--- config.mk ---
export PLATFORM = sky130hd
export DESIGN_NAME = signed_div_sched_flat
export DESIGN_NICKNAME = d
export VERILOG_FILES = /design/src/rtl/signed_div_sched_pkg.sv /design/src/rtl/signed_div_sched_if.sv /design/src/rtl/signed_div_sched_rr_arbiter.sv /design/src/rtl/signed_div_sched.sv /design/src/flat_wrapper.sv
export SDC_FILE = /design/constraint.sdc
export NUM_CORES = 1
export LEC_CHECK = 0
export ABC_AREA = 1
export BUFFER_PORTS_ARGS = -buffer_cell sky130_fd_sc_hd__buf_2
export CORE_UTILIZATION = 35
export CTS_CLUSTER_SIZE = 10
export DETAILED_ROUTE_END_ITERATION = 6
export SLEW_MARGIN = 0
export SYNTH_ARGS = -nofsm -noshare
export SYNTH_HDL_FRONTEND = slang
export SYNTH_SLANG_ARGS = --single-unit
--- constraint.sdc ---
create_clock -name clk -period 2.8 [get_ports clk]
set_input_delay 0.56 -clock clk [delete_from_list [all_inputs] [get_ports clk]]
set_output_delay 0.56 -clock clk [all_outputs]
set_load 0.05 [all_outputs]
--- src/rtl/signed_div_sched_pkg.sv ---
// rtl/signed_div_sched_pkg.sv - shared types and restoring-division step for the divider
package div_pkg;

    localparam int DIV_W     = 4;
    localparam int DIV_N_REQ = 3;

    typedef struct packed {
        logic             sign;
        logic [DIV_W-1:0] mag;
    } sm_t;

    typedef enum logic [1:0] {IDLE, RUN, DONE} div_state_e;

    typedef struct packed {
        logic [DIV_W-1:0] rem;
        logic [DIV_W-1:0] quo;
    } div_acc_t;

    // One restoring iteration: shift {rem,quo} left, trial-subtract the divisor at W+1 bits.
    function automatic div_acc_t div_step(input div_acc_t acc, input logic [DIV_W-1:0] dvs);
        logic [DIV_W:0] rem_s;
        logic [DIV_W:0] t;
        div_acc_t       nxt;
        rem_s   = {acc.rem, acc.quo[DIV_W-1]};
        t       = rem_s - {1'b0, dvs};
        nxt.rem = t[DIV_W] ? rem_s[DIV_W-1:0] : t[DIV_W-1:0];
        nxt.quo = {acc.quo[DIV_W-2:0], ~t[DIV_W]};
        return nxt;
    endfunction

endpackage

--- src/rtl/signed_div_sched_if.sv ---
// rtl/signed_div_sched_if.sv - request/response bundle between issue ports and the shared divider
interface signed_div_sched_if #(
    parameter int N_REQ = div_pkg::DIV_N_REQ,
    parameter int W     = div_pkg::DIV_W
);
    localparam int IW = $clog2(N_REQ);

    logic [N_REQ-1:0]       req_valid;
    logic [N_REQ-1:0]       req_ready;
    logic [N_REQ*(W+1)-1:0] req_a;
    logic [N_REQ*(W+1)-1:0] req_b;
    logic                   rsp_valid;
    logic                   rsp_ready;
    logic [IW-1:0]          rsp_id;
    logic [W:0]             rsp_q;
    logic [W:0]             rsp_r;
    logic                   rsp_dz;
    logic                   busy;

    modport master (
        output req_valid, req_a, req_b, rsp_ready,
        input  req_ready, rsp_valid, rsp_id, rsp_q, rsp_r, rsp_dz, busy
    );

    modport slave (
        input  req_valid, req_a, req_b, rsp_ready,
        output req_ready, rsp_valid, rsp_id, rsp_q, rsp_r, rsp_dz, busy
    );

endinterface

--- src/rtl/signed_div_sched_rr_arbiter.sv ---
// rtl/signed_div_sched_rr_arbiter.sv - combinational round-robin pick starting at ptr
module rr_arbiter #(
    parameter int N_REQ = 3
) (
    input  logic [N_REQ-1:0]         req,
    input  logic [$clog2(N_REQ)-1:0] ptr,
    output logic [N_REQ-1:0]         grant,
    output logic [$clog2(N_REQ)-1:0] grant_idx,
    output logic                     grant_any
);
    localparam int IW = $clog2(N_REQ);

    always_comb begin : pick
        int idx;
        grant     = '0;
        grant_idx = '0;
        grant_any = 1'b0;
        idx       = 0;
        for (int k = 0; k < N_REQ; k++) begin
            idx = (int'(ptr) + k) % N_REQ;
            if (!grant_any && req[idx]) begin
                grant_any  = 1'b1;
                grant[idx] = 1'b1;
                grant_idx  = IW'(idx);
            end
        end
    end

endmodule

--- src/rtl/signed_div_sched.sv ---
// rtl/signed_div_sched.sv - shared sign-magnitude restoring divider with round-robin issue
module signed_div_sched
    import div_pkg::*;
#(
    parameter int N_REQ = DIV_N_REQ,
    parameter int W     = DIV_W
) (
    input  logic               clk,
    input  logic               rst_n,
    signed_div_sched_if.slave  bus
);
    localparam int IW = $clog2(N_REQ);
    localparam int CW = $clog2(W);

    div_state_e       state, state_nxt;
    logic [IW-1:0]    rr_ptr;
    logic [IW-1:0]    id_q;
    sm_t              a_q, b_q;
    div_acc_t         acc;
    logic             dz_q;
    logic [CW-1:0]    cnt;

    logic [N_REQ-1:0] grant;
    logic [IW-1:0]    grant_idx;
    logic             grant_any;
    sm_t              a_sel, b_sel;
    logic             accept;

    rr_arbiter #(.N_REQ(N_REQ)) u_arb (
        .req       (bus.req_valid),
        .ptr       (rr_ptr),
        .grant     (grant),
        .grant_idx (grant_idx),
        .grant_any (grant_any)
    );

    assign a_sel  = bus.req_a[grant_idx*(W+1) +: (W+1)];
    assign b_sel  = bus.req_b[grant_idx*(W+1) +: (W+1)];
    assign accept = (state == IDLE) && grant_any;

    always_ff @(posedge clk or negedge rst_n) begin
        if (!rst_n) begin
            state <= IDLE;
        end else begin
            state <= state_nxt;
        end
    end

    always_comb begin
        state_nxt = state;
        unique case (state)
            IDLE:    if (grant_any) state_nxt = (b_sel.mag == '0) ? DONE : RUN;
            RUN:     if (cnt == CW'(W-1)) state_nxt = DONE;
            DONE:    if (bus.rsp_ready) state_nxt = IDLE;
            default: state_nxt = IDLE;
        endcase
    end

    // Divide-by-zero parks |A| in rem so the remainder path needs no special case.
    always_ff @(posedge clk or negedge rst_n) begin
        if (!rst_n) begin
            rr_ptr <= '0;
            id_q   <= '0;
            a_q    <= '0;
            b_q    <= '0;
            acc    <= '0;
            dz_q   <= 1'b0;
            cnt    <= '0;
        end else if (accept) begin
            rr_ptr  <= (grant_idx == IW'(N_REQ-1)) ? '0 : grant_idx + 1'b1;
            id_q    <= grant_idx;
            a_q     <= a_sel;
            b_q     <= b_sel;
            cnt     <= '0;
            dz_q    <= (b_sel.mag == '0);
            acc.rem <= (b_sel.mag == '0) ? a_sel.mag : '0;
            acc.quo <= (b_sel.mag == '0) ? '0 : a_sel.mag;
        end else if (state == RUN) begin
            acc <= div_step(acc, b_q.mag);
            cnt <= cnt + 1'b1;
        end
    end

    assign bus.req_ready = (state == IDLE && rst_n) ? grant : '0;
    assign bus.rsp_valid = (state == DONE);
    assign bus.busy      = (state != IDLE);
    assign bus.rsp_id    = id_q;
    assign bus.rsp_dz    = dz_q;
    assign bus.rsp_q     = {(a_q.sign ^ b_q.sign) & (|acc.quo), acc.quo};
    assign bus.rsp_r     = {a_q.sign & (|acc.rem), acc.rem};

endmodule
--- src/flat_wrapper.sv ---
// flat-port wrapper written by rule: the top's interface ports become plain ports
module signed_div_sched_flat import div_pkg::*;
#(
    parameter int N_REQ = DIV_N_REQ,
    parameter int W     = DIV_W
)
  (clk, rst_n, bus_req_valid, bus_req_a, bus_req_b, bus_rsp_ready, bus_req_ready, bus_rsp_valid, bus_rsp_id, bus_rsp_q, bus_rsp_r, bus_rsp_dz, bus_busy);
  signed_div_sched_if #(.N_REQ(N_REQ), .W(W)) bus_i ();
  input  logic clk;
  input  logic rst_n;
  input wire logic [$bits(bus_i.req_valid)-1:0] bus_req_valid;
  input wire logic [$bits(bus_i.req_a)-1:0] bus_req_a;
  input wire logic [$bits(bus_i.req_b)-1:0] bus_req_b;
  input wire logic [$bits(bus_i.rsp_ready)-1:0] bus_rsp_ready;
  output wire logic [$bits(bus_i.req_ready)-1:0] bus_req_ready;
  output wire logic [$bits(bus_i.rsp_valid)-1:0] bus_rsp_valid;
  output wire logic [$bits(bus_i.rsp_id)-1:0] bus_rsp_id;
  output wire logic [$bits(bus_i.rsp_q)-1:0] bus_rsp_q;
  output wire logic [$bits(bus_i.rsp_r)-1:0] bus_rsp_r;
  output wire logic [$bits(bus_i.rsp_dz)-1:0] bus_rsp_dz;
  output wire logic [$bits(bus_i.busy)-1:0] bus_busy;
  assign bus_i.req_valid = bus_req_valid;
  assign bus_i.req_a = bus_req_a;
  assign bus_i.req_b = bus_req_b;
  assign bus_i.rsp_ready = bus_rsp_ready;
  assign bus_req_ready = bus_i.req_ready;
  assign bus_rsp_valid = bus_i.rsp_valid;
  assign bus_rsp_id = bus_i.rsp_id;
  assign bus_rsp_q = bus_i.rsp_q;
  assign bus_rsp_r = bus_i.rsp_r;
  assign bus_rsp_dz = bus_i.rsp_dz;
  assign bus_busy = bus_i.busy;
  signed_div_sched #(.N_REQ(N_REQ), .W(W)) u_core (.clk(clk), .rst_n(rst_n), .bus(bus_i));
endmodule
==> qor.txt, run 1 <==
status -> finished clean
Arr. time, crit path -> 2070 ps
Mean Syn Cell Area -> 6.98 sq um
relative slew slack -> 80.9%
Yosys reg bits -> 23
worst reg2reg path depth -> 13
Tightest Pin Transition -> 283 ps
RSZ-0062 raised after global routing -> false
filler cell count -> 561
period utilization -> 93.8%
Cell Area, Synth -> 0.00191 sq mm
Simple-Gate Fraction of Synth Area -> 37.6%
Die X -> 75.8 um
initial DRC count -> 92
count of input and output buffers -> 53
Hold Violations, Final -> 0
RR Endpoint -> u_core.bus.rsp_r[2]
Post-Route WL -> 4.80 mm
fmax -> 381 MHz
CP Class -> flip-flop to primary output
Rows -> 26
num ports -> 54
initial antenna violation count -> 0
number of buffers created by CTS -> 3
Initial DRT Pass Iterations -> 4
Multi-input gate area -> 0.00118 sq mm
drt drc -> 0
CTS Sinks -> 23
CP endpoint -> bus_req_ready[1]
Synth Area in XOR/XNOR -> 1.38%
post-synthesis cell count -> 273
crit path from -> u_core.rr_ptr[0]
register area -> 576 sq um
drt wl/cell -> 12.0 um
crit path time final -> 2630 ps
Worst Path Required -> 2240 ps
reg2reg start -> u_core.rr_ptr[0]
area of the die -> 0.00574 sq mm
class of the worst hold path -> input port to asynchronous set/reset pin
via count -> 1931
DRT antenna net count -> 0
DP HPWL -> 3.92 mm
Total GRT Usage -> 18.8%
Worst-Skew Late Latency -> 270 ps
count of final setup violators -> 0
CTS H-tree lvls -> 1
Synth Net Count -> 319
Pins Over Slew Limit -> 0
first-pass GRT wire length -> 8.24 mm
number of global-route vias before repair -> 1825
Max-Cap Viols -> 0
Clock Skew -> 1.06 ps
largest net degree at the start of global routing -> 24
largest family of logic cells by synthesized area -> simple AND/OR/NAND/NOR gates
Crit Path Max Fanout -> 10
Setup crit end kind -> primary output
Overflow after GRT -> 0
initial core utilization -> 36.8%
sequential cell area fraction in the yosys report -> 30.2%
Area growth syn-to-layout -> 23.4%
Die Y -> 75.8 um
CTS root buf -> clkbuf_8
multiplexer area fraction after synthesis -> 0%
Netlist cell types -> 35
Synth Area in Adders -> 6.96%
nets@finish -> 378
RD Place Congestion -> 0.875
Inserted Diodes -> 0
complex-gate fraction of the synthesized area -> 14.4%
setup TNS -> 0 ps
clk slew on worst S/H paths -> 80 ps
worst setup margin -> 174 ps
Critical Path Source Type -> flip-flop
clock buffer depth -> 2
CTS tree -> done
synth warn -> 0
layout cell share with drive strength beyond 1 -> 28.4%
vias per inst -> 4.82
Hold-fix buffers, CTS -> 0
post-place setup slack -> 250 ps
Reg2Reg Setup Slack -> 360 ps
Core Footprint -> 0.00517 sq mm
[cell usage in the layout (no fill, tap or decap), drive strengths merged]
cell type   n
xor2        2
nor3        2
nor2       28
a22o        1
o211ai      1
inv        40
o22ai       3
o21ai      18
dfrtp      23
fa          1
a21boi      1
xnor2       1
nand3      33
or2         1
a31oi       5
nand3b      2
o41ai       1
nand2      75
buf        59
o21a        1
a21oi      18
nand4       2
clkbuf      4
ha          9
[final cells by class]
cell class / instances / share of cell area (%)
Tap cell: 70 / 3.73
Inverter: 40 / 6.39
Timing Repair Buffer: 59 / 13.4
Clock buffer: 4 / 1.92
Sequential cell: 23 / 24.5
Multi-Input combinational cell: 205 / 50.1
[how the worst min path moves through the flow]
stage                                     from                    to  slack [ps]  cells after the start
after floorplan                          rst_n         u_core.a_q[4]         260                      0
after global placement       u_core.bus.rsp_dz     u_core.bus.rsp_dz         480                      1
after detailed placement  u_core.bus.rsp_id[0]  u_core.bus.rsp_id[0]         490                      2
after CTS                                rst_n       u_core.state[1]         290                      2
after global routing                     rst_n         u_core.cnt[1]         300                      2
final                                    rst_n         u_core.cnt[1]         280                      2
[per-layer routing]
metal,vias up,part of all wire [%],GRT usage [%]
met1,855,53,28.1
met2,67,41,28.2
met5,-,0,0
li1,1004,-,-
met4,0,1.4,6.17
met3,5,5.1,1.72
[Yosys cell counts]
master	count	share of area (%)
nand3_4	1	0.92
nor3_1	2	0.53
nand2_2	12	3.9
inv_2	5	0.99
xor2_1	2	0.92
a21oi_1	18	4.7
a31oi_1	5	1.6
o21ai_2	1	0.46
o211ai_1	1	0.39
nor2_4	1	0.59
o21a_1	1	0.39
xnor2_1	1	0.46
nand4_4	1	1.1
nand3_1	30	7.9
o22ai_1	3	0.99
nor2_8	1	1.1
nand2_4	4	2.4
o41ai_1	1	0.46
nand3_2	2	1.1
fa_1	1	1.1
ha_1	9	5.9
a22o_1	1	0.46
nand3b_1	2	0.79
clkbuf_1	1	0.20
or2_2	1	0.33
nand2_1	59	12
o21ai_1	1	0.26
buf_6	1	0.59
a21boi_0	1	0.39
buf_2	3	0.79
o21ai_0	16	4.2
dfrtp_1	23	30
nand4_1	1	0.33
nor2_1	26	5.1
inv_1	35	6.9
[cell families after synthesis]
family	Yosys count
compound gates	49
xor+xnor	3
fa+ha+maj	10
buf+inv	45
flops	23
simple gates	143
[registers in the layout, indices dropped and copies added (netlist names)]
name and cells:
u_core.a_q 1, u_core.b_q 5, u_core.bus.rsp_dz 1, u_core.bus.rsp_id 2, u_core.bus.rsp_q 4, u_core.bus.rsp_r 4, u_core.cnt 2, u_core.rr_ptr 2
u_core.state 2
[worst max-delay path, cell delays in order, from the launching register on]
cell and delay, ps:
dfrtp_1 390, buf_4 150, ha_1 270, o21ai_2 260
nand2_4 120, nand3_1 140, nand2_4 100, a21oi_1 150
buf_4 210
[per-stage QoR]
step	util (%)	hold slack, ps	std cells	instance area [sq um]
detailed placement	43.8	485	396	2270
finish	45.5	277	401	2350
global placement	43.8	478	396	2270
global route	45.5	298	401	2350
CTS	44.8	286	400	2320
floorplan	-	264	273	1910
[what timing repair did]
action	in CTS	in global routing
setup buffers	0	1
resized for setup	3	4
pin swaps	0	0
endpoints found under the hold margin	0	0
setup endpoints to repair	2	11
Power of run 1 is left out: the tool's default activity adds up to more than one toggle a clock period on the data nets, which glitch-free logic cannot reach.
==> run 2, diff against run 1 <==
--- a/config.mk
+++ b/config.mk
@@ -5,7 +5,6 @@
 export SDC_FILE = /design/constraint.sdc
 export NUM_CORES = 1
 export LEC_CHECK = 0
-export ABC_AREA = 1
 export BUFFER_PORTS_ARGS = -buffer_cell sky130_fd_sc_hd__buf_2
 export CORE_UTILIZATION = 35
 export CTS_CLUSTER_SIZE = 10
==> qor.txt, run 2 <==
status -> finished clean
Mean Syn Cell Area -> 8.60 sq um
area of the die -> 0.00557 sq mm
Setup crit end kind -> primary output
Yosys top cell area share -> 31.1%
commonest non-fill, non-tap cells in the layout -> buf_2, o21ai_0, dfrtp_1, nor2_1, buf_4
DRT antenna net count -> 0
crit path from -> u_core.rr_ptr[0]
count of final setup violators -> 0
Core Footprint -> 0.00511 sq mm
Netlist cell types -> 57
Area contributors post-synth -> dfrtp_1, o21ai_0, ha_1
register share of total power -> 17.8%
number of buffers created by CTS -> 3
fmax -> 365 MHz
drt wl/cell -> 15.0 um
initial antenna violation count -> 0
combinational group share of total power -> 76.4%
Fin Hold WS -> 297 ps
CTS H-tree lvls -> 1
RR Endpoint -> u_core.bus.rsp_r[3]
CP Class -> flip-flop to primary output
Hold Violations, Final -> 0
Post-Route WL -> 5.31 mm
CTS Sinks -> 23
num ports -> 54
commonest non-fill, non-tap cell in the layout -> buf_2
Yosys reg bits -> 23
Max-Cap Viols -> 0
post-place setup slack -> 47.5 ps
initial DRC count -> 117
synth warn -> 0
relative slew slack -> 49.6%
Hold-fix buffers, CTS -> 0
worst setup margin -> 63.0 ps
Rows -> 26
PwrDens -> 1490 mW/mm^2
via count -> 1886
Post-synth top cells -> dfrtp_1, o21ai_0, nor2_1
crit path time final -> 2740 ps
Arr. time, crit path -> 2180 ps
Synth async-reset ratio -> 100%
Die X -> 74.7 um
largest net degree at the start of global routing -> 24
drt drc -> 0
setup TNS -> 0 ps
vias per inst -> 5.33
first-pass GRT wire length -> 8.29 mm
initial core utilization -> 36.2%
Simple-Gate Fraction of Synth Area -> 20.6%
Max rail drop VDD -> 644 uV
worst reg2reg path depth -> 10
max reg flops -> 5
clk slew on worst S/H paths -> 80 ps
period utilization -> 97.8%
Clock Skew -> 1.84 ps
count of input and output buffers -> 53
filler cell count -> 545
Synth Net Count -> 261
DP HPWL -> 4.04 mm
Largest Register -> u_core.b_q
Area growth syn-to-layout -> 31.8%
Worst Path Required -> 2240 ps
complex-gate fraction of the synthesized area -> 31.2%
clock buffer depth -> 2
Clock Power Share -> 5.8%
nets@finish -> 331
Inserted Diodes -> 0
Psw -> 1.87 mW
multiplexer area fraction after synthesis -> 4.81%
largest area contributor in the netlist -> dfrtp_1
number of global-route vias before repair -> 1693
Synth Area in Adders -> 7.18%
Overflow after GRT -> 0
layout cell share with drive strength beyond 1 -> 35.2%
Reg2Reg Setup Slack -> 190 ps
Die Y -> 74.7 um
reg2reg start -> u_core.bus.rsp_q[3]
Pleak -> 1.11 nW
Worst-Skew Late Latency -> 260 ps
CTS tree -> done
Crit Path Max Fanout -> 7
Critical Path Source Type -> flip-flop
Post-synth EDFFs -> 0
RD Place Congestion -> 0.868
post-synthesis cell count -> 215
Initial DRT Pass Iterations -> 5
ys flop type -> dfrtp_1
CTS root buf -> clkbuf_8
Cell Area, Synth -> 0.00185 sq mm
Total GRT Usage -> 19.6%
sequential cell area fraction in the yosys report -> 31.1%
Sw Share -> 51.7%
Tightest Pin Transition -> 754 ps
largest family of logic cells by synthesized area -> compound AO/OA/AOI/OAI gates
class of the worst hold path -> input port to asynchronous set/reset pin
Synth Area in XOR/XNOR -> 0.474%
Pins Over Slew Limit -> 0
Internal -> 1.75 mW
run 2: cell types whose count changed after synthesis, sizes merged, moves of 6 or more:
cell | previous run | this run
o21ai | 18 | 30
o21a | 1 | 7
nand3 | 33 | 9
inv | 40 | 9
nand2 | 75 | 14
nor2b | 0 | 8
run 2: cells by family after synthesis:
group	Yosys count
compound gates	84
fa+ha+maj	10
buf+inv	17
mux	7
simple gates	73
xor+xnor	1
flops	23
run 2: metal layers:
metal  global-route usage [%]  vias up  wire, um
met1                     28.1      892      2610
li1                         -      945         -
met5                        0        -         0
met2                     32.7       47      2500
met4                     1.26        0        14
met3                     3.21        2       189
run 2: area by class of cell:
| cell class | count | area [sq um] | share of cell area, % |
|---|---|---|---|
| clock buffer | 4 | 45.0 | 1.85 |
| sequential | 23 | 577 | 23.7 |
| inverter | 9 | 33.8 | 1.39 |
| timing repair buffer | 73 | 439 | 18.0 |
| tap | 70 | 87.6 | 3.60 |
| multi-input combinational | 175 | 1250 | 51.4 |
run 2: stage by stage:
step	utilization [%]	cells	power, mW	cell area, sq um
finish	47.7	354	3.62	2430
global route	47.7	354	3.94	2430
CTS	45.6	345	3.44	2330
detailed placement	44.0	341	3.17	2250
global placement	44.0	341	3.15	2250
floorplan	-	215	2.55	1850
run 2: critical path, stage by stage (launching register included):
cell	delay, ps
dfrtp_1	420
buf_4	160
ha_4	190
mux2i_1	140
o21ai_2	310
mux2_4	340
o21ai_1	80
a21oi_1	80
buf_4	190
run 2: worst max path at each step:
stage / to
floorplan: bus_req_ready[2]
global placement: u_core.state[1]
detailed placement: bus_req_ready[1]
CTS: bus_req_ready[2]
global route: bus_req_ready[2]
finish: bus_req_ready[2]
run 2: power groups by stage:
stage	clock network, mW	logic (mW)	registers, mW
2_1_floorplan	0	1.70	0.855
3_3_place_gp	0	2.51	0.638
3_5_place_dp	0	2.52	0.646
4_1_cts	0.211	2.59	0.642
5_1_grt	0.227	3.05	0.668
6_report	0.208	2.77	0.647
run 2: timing repair:
item,in CTS,in global routing
setup endpoints to repair,3,4
buffers inserted,0,9
pin swaps,0,7
resized for setup,10,13
(Power assumes the default switching activity.)
